$ cat config.mk
export PLATFORM = sky130hd
export DESIGN_NAME = perceptron_eval_engine
export DESIGN_NICKNAME = d
export VERILOG_FILES = /design/src/rtl/perceptron_eval_engine.sv
export SDC_FILE = /design/constraint.sdc
export NUM_CORES = 1
export LEC_CHECK = 0
export BUFFER_PORTS_ARGS = -buffer_cell sky130_fd_sc_hd__buf_4
export CAP_MARGIN = 30
export CORE_UTILIZATION = 45
export CTS_BUF_LIST = sky130_fd_sc_hd__clkbuf_8
export DETAILED_ROUTE_END_ITERATION = 8
export PLACE_DENSITY_LB_ADDON = 0.05
export SETUP_SLACK_MARGIN = 0.1
export SYNTH_ARGS = -nofsm -noshare
export SYNTH_HDL_FRONTEND = slang
export SYNTH_SLANG_ARGS = --single-unit
$ cat constraint.sdc
create_clock -name Clk -period 6.34 [get_ports Clk]
set_input_delay 0 -clock Clk [delete_from_list [all_inputs] [get_ports Clk]]
set_output_delay 0 -clock Clk [all_outputs]
set_load 0.05 [all_outputs]
$ cat src/rtl/perceptron_eval_engine.sv
// Streaming perceptron classifier: loads trained weights, then evaluates a test
// set through a pipeline, tallying samples and misclassifications per run.
module perceptron_eval_engine #(
    parameter int XW        = 7,
    parameter int WW        = 14,
    parameter int FRAC      = 4,
    parameter int N_SAMPLES = 200,
    parameter int CW        = 8
) (
    input  logic          Clk,
    input  logic          Rst,
    input  logic          w_load,
    input  logic [WW-1:0] W1in,
    input  logic [WW-1:0] W2in,
    input  logic [WW-1:0] bin,
    input  logic          start,
    input  logic [XW-1:0] x1,
    input  logic [XW-1:0] x2,
    input  logic [1:0]    t,
    input  logic          in_valid,
    output logic          in_ready,
    output logic          y_valid,
    output logic [1:0]    y,
    output logic          y_match,
    output logic          busy,
    output logic          done,
    output logic [CW-1:0] sample_count,
    output logic [CW-1:0] err_count
);

    localparam logic [1:0] S_IDLE = 2'd0;
    localparam logic [1:0] S_RUN  = 2'd1;
    localparam logic [1:0] S_DONE = 2'd2;

    logic [1:0]           state_q, state_d;
    logic signed [WW-1:0] w1_q, w2_q, b_q;
    logic [CW-1:0]        acc_q, acc_d;
    logic [CW-1:0]        cnt_q, cnt_d;
    logic [CW-1:0]        err_q, err_d;

    logic [XW-1:0]        s1_x1_q, s1_x2_q;
    logic [1:0]           s1_t_q;
    logic                 s1_v_q;
    logic [WW-1:0]        s2_yin_q;
    logic [1:0]           s2_t_q;
    logic                 s2_v_q;
    logic [1:0]           y_q;
    logic                 ym_q, yv_q;

    logic                 run, ctl_ok, accept, last;
    logic signed [WW-1:0] sx1, sx2;
    logic signed [2*WW-1:0] p1, p2;
    logic [WW-1:0]        yin;
    logic [1:0]           y_d;
    logic                 match_d;
    logic                 unused_prod;

    assign run      = (state_q == S_RUN);
    assign ctl_ok   = !run;
    assign in_ready = run && (acc_q < CW'(N_SAMPLES));
    assign accept   = in_valid && in_ready;
    assign last     = s2_v_q && (cnt_q == CW'(N_SAMPLES - 1));

    // Fixed-point: each product is rescaled by dropping FRAC bits, sum wraps.
    assign sx1 = {{(WW-XW){s1_x1_q[XW-1]}}, s1_x1_q};
    assign sx2 = {{(WW-XW){s1_x2_q[XW-1]}}, s1_x2_q};
    assign p1  = (2*WW)'(sx1) * (2*WW)'(w1_q);
    assign p2  = (2*WW)'(sx2) * (2*WW)'(w2_q);
    assign yin = p1[FRAC+WW-1:FRAC] + p2[FRAC+WW-1:FRAC] + b_q;

    assign unused_prod = ^{p1[2*WW-1:FRAC+WW], p1[FRAC-1:0],
                           p2[2*WW-1:FRAC+WW], p2[FRAC-1:0]};

    assign y_d     = s2_yin_q[WW-1] ? 2'b11 : 2'b01;
    assign match_d = (y_d == s2_t_q);

    always_comb begin
        state_d = state_q;
        case (state_q)
            S_IDLE, S_DONE: if (start) state_d = S_RUN;
            S_RUN:          if (last)  state_d = S_DONE;
            default:        state_d = S_IDLE;
        endcase
    end

    always_comb begin
        acc_d = acc_q;
        cnt_d = cnt_q;
        err_d = err_q;
        if (start && ctl_ok) begin
            acc_d = '0;
            cnt_d = '0;
            err_d = '0;
        end else begin
            if (accept) acc_d = acc_q + 1'b1;
            if (s2_v_q) begin
                cnt_d = cnt_q + 1'b1;
                if (!match_d && err_q != '1) err_d = err_q + 1'b1;
            end
        end
    end

    always_ff @(posedge Clk) begin
        if (Rst) begin
            state_q  <= S_IDLE;
            w1_q     <= '0;
            w2_q     <= '0;
            b_q      <= '0;
            acc_q    <= '0;
            cnt_q    <= '0;
            err_q    <= '0;
            s1_x1_q  <= '0;
            s1_x2_q  <= '0;
            s1_t_q   <= '0;
            s1_v_q   <= 1'b0;
            s2_yin_q <= '0;
            s2_t_q   <= '0;
            s2_v_q   <= 1'b0;
            y_q      <= '0;
            ym_q     <= 1'b0;
            yv_q     <= 1'b0;
        end else begin
            state_q <= state_d;
            acc_q   <= acc_d;
            cnt_q   <= cnt_d;
            err_q   <= err_d;
            if (w_load && ctl_ok) begin
                w1_q <= W1in;
                w2_q <= W2in;
                b_q  <= bin;
            end
            s1_v_q <= accept;
            if (accept) begin
                s1_x1_q <= x1;
                s1_x2_q <= x2;
                s1_t_q  <= t;
            end
            s2_v_q <= s1_v_q;
            if (s1_v_q) begin
                s2_yin_q <= yin;
                s2_t_q   <= s1_t_q;
            end
            yv_q <= s2_v_q;
            if (s2_v_q) begin
                y_q  <= y_d;
                ym_q <= match_d;
            end
        end
    end

    assign y_valid      = yv_q;
    assign y            = y_q;
    assign y_match      = ym_q;
    assign busy         = run;
    assign done         = (state_q == S_DONE);
    assign sample_count = cnt_q;
    assign err_count    = err_q;

endmodule
==> results of run 1 <==
==> report_power, final <==
group | internal, W | total, W | switching, W
logic | 0.000198 | 0.000402 | 0.000204
clock network | 0.000183 | 0.000444 | 0.000260
registers | 0.000606 | 0.000636 | 0.0000302
total | 0.000988 | 0.00148 | 0.000494
==> cell usage after synthesis, types with 2 or more instances <==
| cell type | number | share of area [%] |
|---|---|---|
| nand4_1 | 9 | 0.56 |
| a21oi_1 | 85 | 4.3 |
| nor2b_1 | 16 | 1.0 |
| o21ai_0 | 12 | 0.60 |
| ha_1 | 83 | 10 |
| xor2_1 | 29 | 2.5 |
| and3_1 | 6 | 0.38 |
| nand2_1 | 184 | 6.9 |
| nor3_1 | 6 | 0.30 |
| buf_1 | 2 | 0.075 |
| o21a_1 | 6 | 0.45 |
| a31oi_1 | 3 | 0.19 |
| xnor2_1 | 34 | 3.0 |
| nor2_1 | 47 | 1.8 |
| and3_2 | 2 | 0.15 |
| o2111ai_1 | 2 | 0.18 |
| and2_1 | 114 | 7.1 |
| clkbuf_1 | 33 | 1.2 |
| nand2b_1 | 17 | 1.1 |
| mux2i_1 | 5 | 0.50 |
| nand3_1 | 6 | 0.30 |
| fa_1 | 138 | 28 |
| o22ai_1 | 2 | 0.13 |
| o21ai_1 | 4 | 0.20 |
| a21o_1 | 7 | 0.53 |
| a311oi_1 | 2 | 0.18 |
| or3_1 | 5 | 0.31 |
| a2111oi_0 | 3 | 0.26 |
| inv_1 | 194 | 7.3 |
| dfxtp_1 | 93 | 19 |
==> flip-flops by register name (all words and copies together) (netlist names) <==
| signal | flops |
|---|---|
| err_count | 8 |
| s1_v_q | 1 |
| s2_v_q | 1 |
| b_q | 14 |
| y_valid | 1 |
| y_match | 1 |
| s1_x2_q | 7 |
| y | 2 |
| sample_count | 8 |
| s1_t_q | 2 |
| s2_yin_q | 1 |
| state_q | 2 |
| w1_q | 14 |
| acc_q | 8 |
| s2_t_q | 2 |
| s1_x1_q | 7 |
| w2_q | 14 |
==> cell type report <==
class                           instances  share of cell area (%)
Sequential cell                        93                    15.1
Timing Repair Buffer                  223                    14.4
Clock buffer                            9                   0.972
Tap cell                              280                    2.75
Multi-Input combinational cell        843                    60.6
Inverter                              194                    5.71
Clock inverter                          6                   0.550
==> worst paths after layout <==
path	from	to	slack [ns]	cells after the start
min reg2reg	b_q[10]	b_q[10]	0.46	2
min	Rst	s2_t_q[1]	0.17	2
max reg2reg	w1_q[5]	s2_yin_q[13]	0.11	27
max	w1_q[5]	s2_yin_q[13]	0.11	27
==> stage by stage <==
stage          instance area [um^2]  util [%]  setup slack, ns  std cells  total power, W
3_3_place_gp                  11400      52.5          -0.0408       1568        0.000983
3_5_place_dp                  11400      52.5           -0.193       1568        0.000990
5_1_grt                       12700      58.6           -0.154       1648         0.00157
4_1_cts                       12500      57.5           0.0795       1645         0.00149
2_1_floorplan                 10100         -            0.100       1166        0.000858
6_report                      12700      58.6            0.105       1648         0.00148
==> cell usage in the layout (no fill, tap or decap), drive strengths merged, types with 16 or more instances in the layout <==
cell	count
ha	83
a21oi	85
buf	164
nand2b	17
xor2	29
o21ai	16
xnor2	35
dfxtp	93
dlygate4sd3	59
and2	115
nand2	184
inv	196
fa	138
nor2	47
nor2b	16
==> timing repair <==
action / in CTS / in global routing
gates resized for setup: 63 / 59
buffers inserted: 3 / 3
hold buffers: 59 / 0
hold endpoints to repair: 60 / 0
setup endpoints to repair: 1 / 1
pin swaps: 44 / 48
==> logic make-up (layout without fill, tap and decap cells) <==
logic type / count (synthesis) / in the layout / synth area share, %
flops: 93 / 93 / 18.7
compound gates: 137 / 137 / 7.99
mux: 5 / 5 / 0.502
xor+xnor: 65 / 65 / 5.92
fa+ha+maj: 221 / 221 / 38.1
simple gates: 415 / 415 / 20.2
buf+inv: 230 / 432 / 8.66
==> per-layer routing <==
layer	vias up	routed length, um	track usage, %
li1	3992	-	-
met1	3844	11100	30.4
met2	135	11400	38.7
met3	28	957	2.86
met4	0	409	6.10
met5	-	0	0
==> critical path: stages, from the launching register on <==
cell and delay [ns]:
dfxtp_2 0.34, buf_6 0.12, and2_4 0.13, fa_1 0.52, inv_1 0.05, fa_1 0.47
inv_1 0.05, fa_1 0.47, inv_1 0.05, fa_1 0.49, inv_2 0.05, ha_4 0.22
o21ai_4 0.07, a21oi_2 0.09, or4_4 0.52, nand2_2 0.10, nand2_2 0.06, a21oi_4 0.14
xnor2_2 0.09, fa_1 0.59, ha_4 0.22, a2111oi_4 0.32, o21ai_1 0.13, o22ai_2 0.12
xnor3_1 0.27, xnor2_2 0.15, xnor2_1 0.20, a211oi_2 0.08
==> impl_results.md, run 1 <==
* Layout net count at 1,648
* Initial Util at 45.9%
* Hold Path Class: primary input to flip-flop
* Critical Path Fanout Max at 4
* Worst VDD drop at 0.104 mV
* DR DRC count at 0
* Top Ports at 86
* WP data required at 6.60 ns
* Maximum clock rate at 0.160 GHz
* RSZ-0062 raised after global routing: yes
* Seq/Total Area, Yosys at 18.7%
* Rows at 54
* GP Congestion at 0.789
* DR WL/cell at 14.4 um
* CTS clk-pin slew, worst paths at 0.12 ns
* Least-Margin Pin Slew at 0.954 ns
* Post-Syn Instances at 1,166
* Worst EP arrival at 6.49 ns
* Clock root buffer: clkbuf_8
* Starting DRT DRC Count at 264
* Worst slew margin at 36.4%
* CTS tree: built
* Chip height at 151 um
* Total GRT Usage at 22.8%
* Latest clock arrival within the worst-skew pair at 0.40 ns
* # fillers at 2,015
* Clock Sinks at 93
* Number of global-route vias before repair at 8,401
* Crit. End Element: flip-flop
* Clk_skew at 0.0141 ns
* Tmin final at 6.23 ns
* Largest net degree at the start of global routing at 71
* Status: finished, final reports clean
* Total number of vias at 7,999
* Critical path class: flip-flop to flip-flop
* Post-route clock period utilization at 98.3%
* Final setup vio count at 0
* Distinct cells, synth at 47
* DR vias/cell at 4.85
* CTS H-tree depth at 3
* Worst Setup Start Kind: flip-flop
* Post-synth EDFFs at 0
* Synthesis-stage register bit count at 93
* Area delta synth->final at 27.7%
* Total grt overflow at 0
* Die W at 151 um
* PortBufs at 85
* Syn Area/Cell at 8.56 um^2
* Die area at 22,800 um^2
* P_leak at 6.08 nW
* Final Hold Vio Count at 0
* Inserted Diodes at 0
* Core ar. at 21,800 um^2
* Total CTS buffers at 9
* Ys flop type: dfxtp_1
* Drt pass-1 iters at 4
* Detail Placement HPWL at 18.4 mm
* WL final at 23.8 mm
* First-pass GRT wire length at 40.2 mm
* Sequential cell area at 1920 um^2
* Multi-input gate area at 7720 um^2
* Max clock buf depth at 2
* Initial antenna violation count at 0
* Final hold slack at 0.170 ns
* Syn Nets at 1,450
* Sum Neg Setup Slack at 0 ns
* Post-DRT Antenna Nets at 0
* Layout cells sized above 1 at 20.9%
* Ys async rst share at 0%
* MaxCap Viol Count at 0
* Fin. max-slew vios at 0
* Synthesized area at 9980 um^2
* Syn. warnings at 0
* Pwr Density at 116 nW/um^2
(Power assumes the default switching activity.)
==> inputs of run 2 (changes only) <==
==> constraint.sdc (replaced) <==
create_clock -name Clk -period 7.1 [get_ports Clk]
set_input_delay 0 -clock Clk [delete_from_list [all_inputs] [get_ports Clk]]
set_output_delay 0 -clock Clk [all_outputs]
set_load 0.05 [all_outputs]
==> run 2 against run 1 <==
First-iteration DRC count decreased by 19%. Combinational power decreased by 26%. Routed wire length decreased by 2.7%. Worst setup slack improved by 0.32 ns. Die area unchanged. Clock power decreased by 3%. Utilization decreased by 4.3 points. Power decreased by 12%. Largest power group unchanged. Design area decreased by 7.4%. Flip-flop and latch count unchanged. Largest cell class unchanged. Critical path depth decreased by 1.
==> impl_results.md, run 2 (synthesized netlist as in run 1, its figures left out) <==
* Status: finished, final reports clean
* Clock root buffer: clkbuf_8
* Drt pass-1 iters at 5 (+1)
* Total number of vias at 7,795 (-2.6%)
* Maximum clock rate at 0.150 GHz (-6.6%)
* Sum Neg Setup Slack at 0 ns (unchanged)
* Placed Instances at 1,516 (-3.3%)
* Latest clock arrival within the worst-skew pair at 0.40 ns (about the same)
* Final hold slack at 0.0280 ns (-0.142 ns)
* Largest registers: b_q (14), w1_q (14), w2_q (14)
* CTS clk-pin slew, worst paths at 0.11 ns (about the same)
* Number of global-route vias before repair at 7,966 (-5.2%)
* CTS H-tree depth at 3 (unchanged)
* Clk_skew at 0.0265 ns (+0.0124 ns)
* Die area at 22,800 um^2 (unchanged)
* Slack of the critical path at 0.425 ns (+0.320 ns)
* Rows at 54 (unchanged)
* Starting DRT DRC Count at 215 (-19%)
* Fin util at 54.3% (-4.3 points)
* Top Ports at 86 (unchanged)
* Post-route clock period utilization at 94.0% (-4.3 points)
* Critical path class: flip-flop to flip-flop
* DR DRC count at 0 (unchanged)
* Setup WS pre-CTS at 0.132 ns (+0.325 ns)
* Pwr Density at 110 nW/um^2 (-5.1%)
* WP data required at 7.41 ns (+0.81 ns)
* Initial antenna violation count at 0 (unchanged)
* Total GRT Usage at 22.1% (-0.64 points)
* Commonest non-fill, non-tap cell in the layout: inv_1
* P_leak at 5.72 nW (-6.0%)
* Post-DRT Antenna Nets at 0 (unchanged)
* Detail Placement HPWL at 17.9 mm (-3.1%)
* Layout cells sized above 1 at 10.5% (-10 points)
* Post-CTS setup buffer count at 0 (-3)
* Core ar. at 21,800 um^2 (unchanged)
* Total grt overflow at 0 (unchanged)
* Hold Path Class: primary input to flip-flop
* Die W at 151 um (unchanged)
* MaxCap Viol Count at 0 (unchanged)
* Clock Sinks at 93 (unchanged)
* CTS tree: built
* Worst slew margin at 41.6% (+5.2 points)
* Final setup vio count at 0 (unchanged)
* Final Non-Filler Cells at 1,589 (-3.6%)
* First-pass GRT wire length at 39.2 mm (-2.4%)
* Total CTS buffers at 9 (unchanged)
* Largest net degree at the start of global routing at 71 (unchanged)
* Initial Util at 45.9% (unchanged)
* Max clock buf depth at 2 (unchanged)
* Least-Margin Pin Slew at 0.875 ns (-0.0784 ns)
* WL final at 23.1 mm (-2.7%)
* Chip height at 151 um (unchanged)
* Worst Setup Start Kind: flip-flop
* Final Hold Vio Count at 0 (unchanged)
* Worst VDD drop at 0.102 mV (-1.9%)
* PortBufs at 85 (unchanged)
* Crit. End Element: flip-flop
* Inserted Diodes at 0 (unchanged)
* Critical Path Fanout Max at 8 (+4)
* DR WL/cell at 14.6 um (+0.89%)
* GP Congestion at 0.848 (+7.5%)
* Commonest non-fill, non-tap cells in the layout: inv_1, nand2_1, fa_1
* Area delta synth->final at 18.3%
* RSZ-0062 raised after global routing: no
* DR vias/cell at 4.91 (+1.1%)
* Tmin final at 6.67 ns (+0.440 ns)
* Fin. max-slew vios at 0 (unchanged)
* Worst EP arrival at 6.98 ns (+0.49 ns)
* Layout net count at 1,589 (-3.6%)
[run 2: what timing repair did]
action,4_1_cts,5_1_grt
pin swaps,0,6
resized for setup,1,9
hold buffers,57,1
endpoints found under the setup margin,1,1
hold endpoints to repair,58,1
[run 2: critical path, stage by stage (launching register included)]
cell	delay [ns]
dfxtp_1	0.41
and2_1	0.19
fa_1	0.48
inv_1	0.05
fa_1	0.47
inv_1	0.05
fa_1	0.52
inv_1	0.05
fa_1	0.52
inv_1	0.04
ha_1	0.33
a21oi_2	0.19
nor2b_1	0.09
o41ai_2	0.38
o21ai_1	0.12
a21o_1	0.19
a21oi_1	0.16
xnor2_1	0.16
fa_1	0.44
ha_1	0.32
a2111oi_1	0.35
o21ai_1	0.14
o22ai_1	0.19
xnor3_1	0.25
xnor2_1	0.14
xnor2_1	0.15
a211oi_2	0.20
[run 2: metal layers]
metal  wire length [um]  track usage [%]  share of wire [%]
met4                292             4.75                1.3
met5                  0                0                  0
met3                589             2.44                2.5
met1              11300             30.4                 49
met2              10900             37.5                 47
[run 2: stage by stage]
step	total power (W)	area, um^2
4_1_cts	0.00131	11800
2_1_floorplan	0.000761	9980
5_1_grt	0.00138	11800
3_5_place_dp	0.000860	11000
3_3_place_gp	0.000857	11000
6_report	0.00130	11800
[run 2: power breakdown]
| part | internal [W] | switching [W] |
|---|---|---|
| logic | 0.000140 | 0.000159 |
| clock network | 0.000201 | 0.000229 |
| registers | 0.000542 | 0.0000317 |
| total | 0.000883 | 0.000419 |
[run 2: final cells by class]
type / count / area [um^2]
Fill cell: 2109 / 9950
Clock inverter: 6 / 93.8
Multi-Input combinational cell: 843 / 7270
Sequential cell: 93 / 1870
Inverter: 194 / 728
Timing Repair Buffer: 164 / 1380
Tap cell: 280 / 350
Clock buffer: 9 / 124
[run 2: path summary, 6_finish.rpt]
path                            depth (start not counted)  slack (ns)      endpoint  startpoint
worst min-delay path                                    3        0.03    s1_x2_q[3]       x2[3]
worst min register to register                          2        0.47        b_q[3]      b_q[3]
worst max-delay path                                   26        0.43  s2_yin_q[13]  s1_x2_q[1]
worst max register to register                         26        0.43  s2_yin_q[13]  s1_x2_q[1]
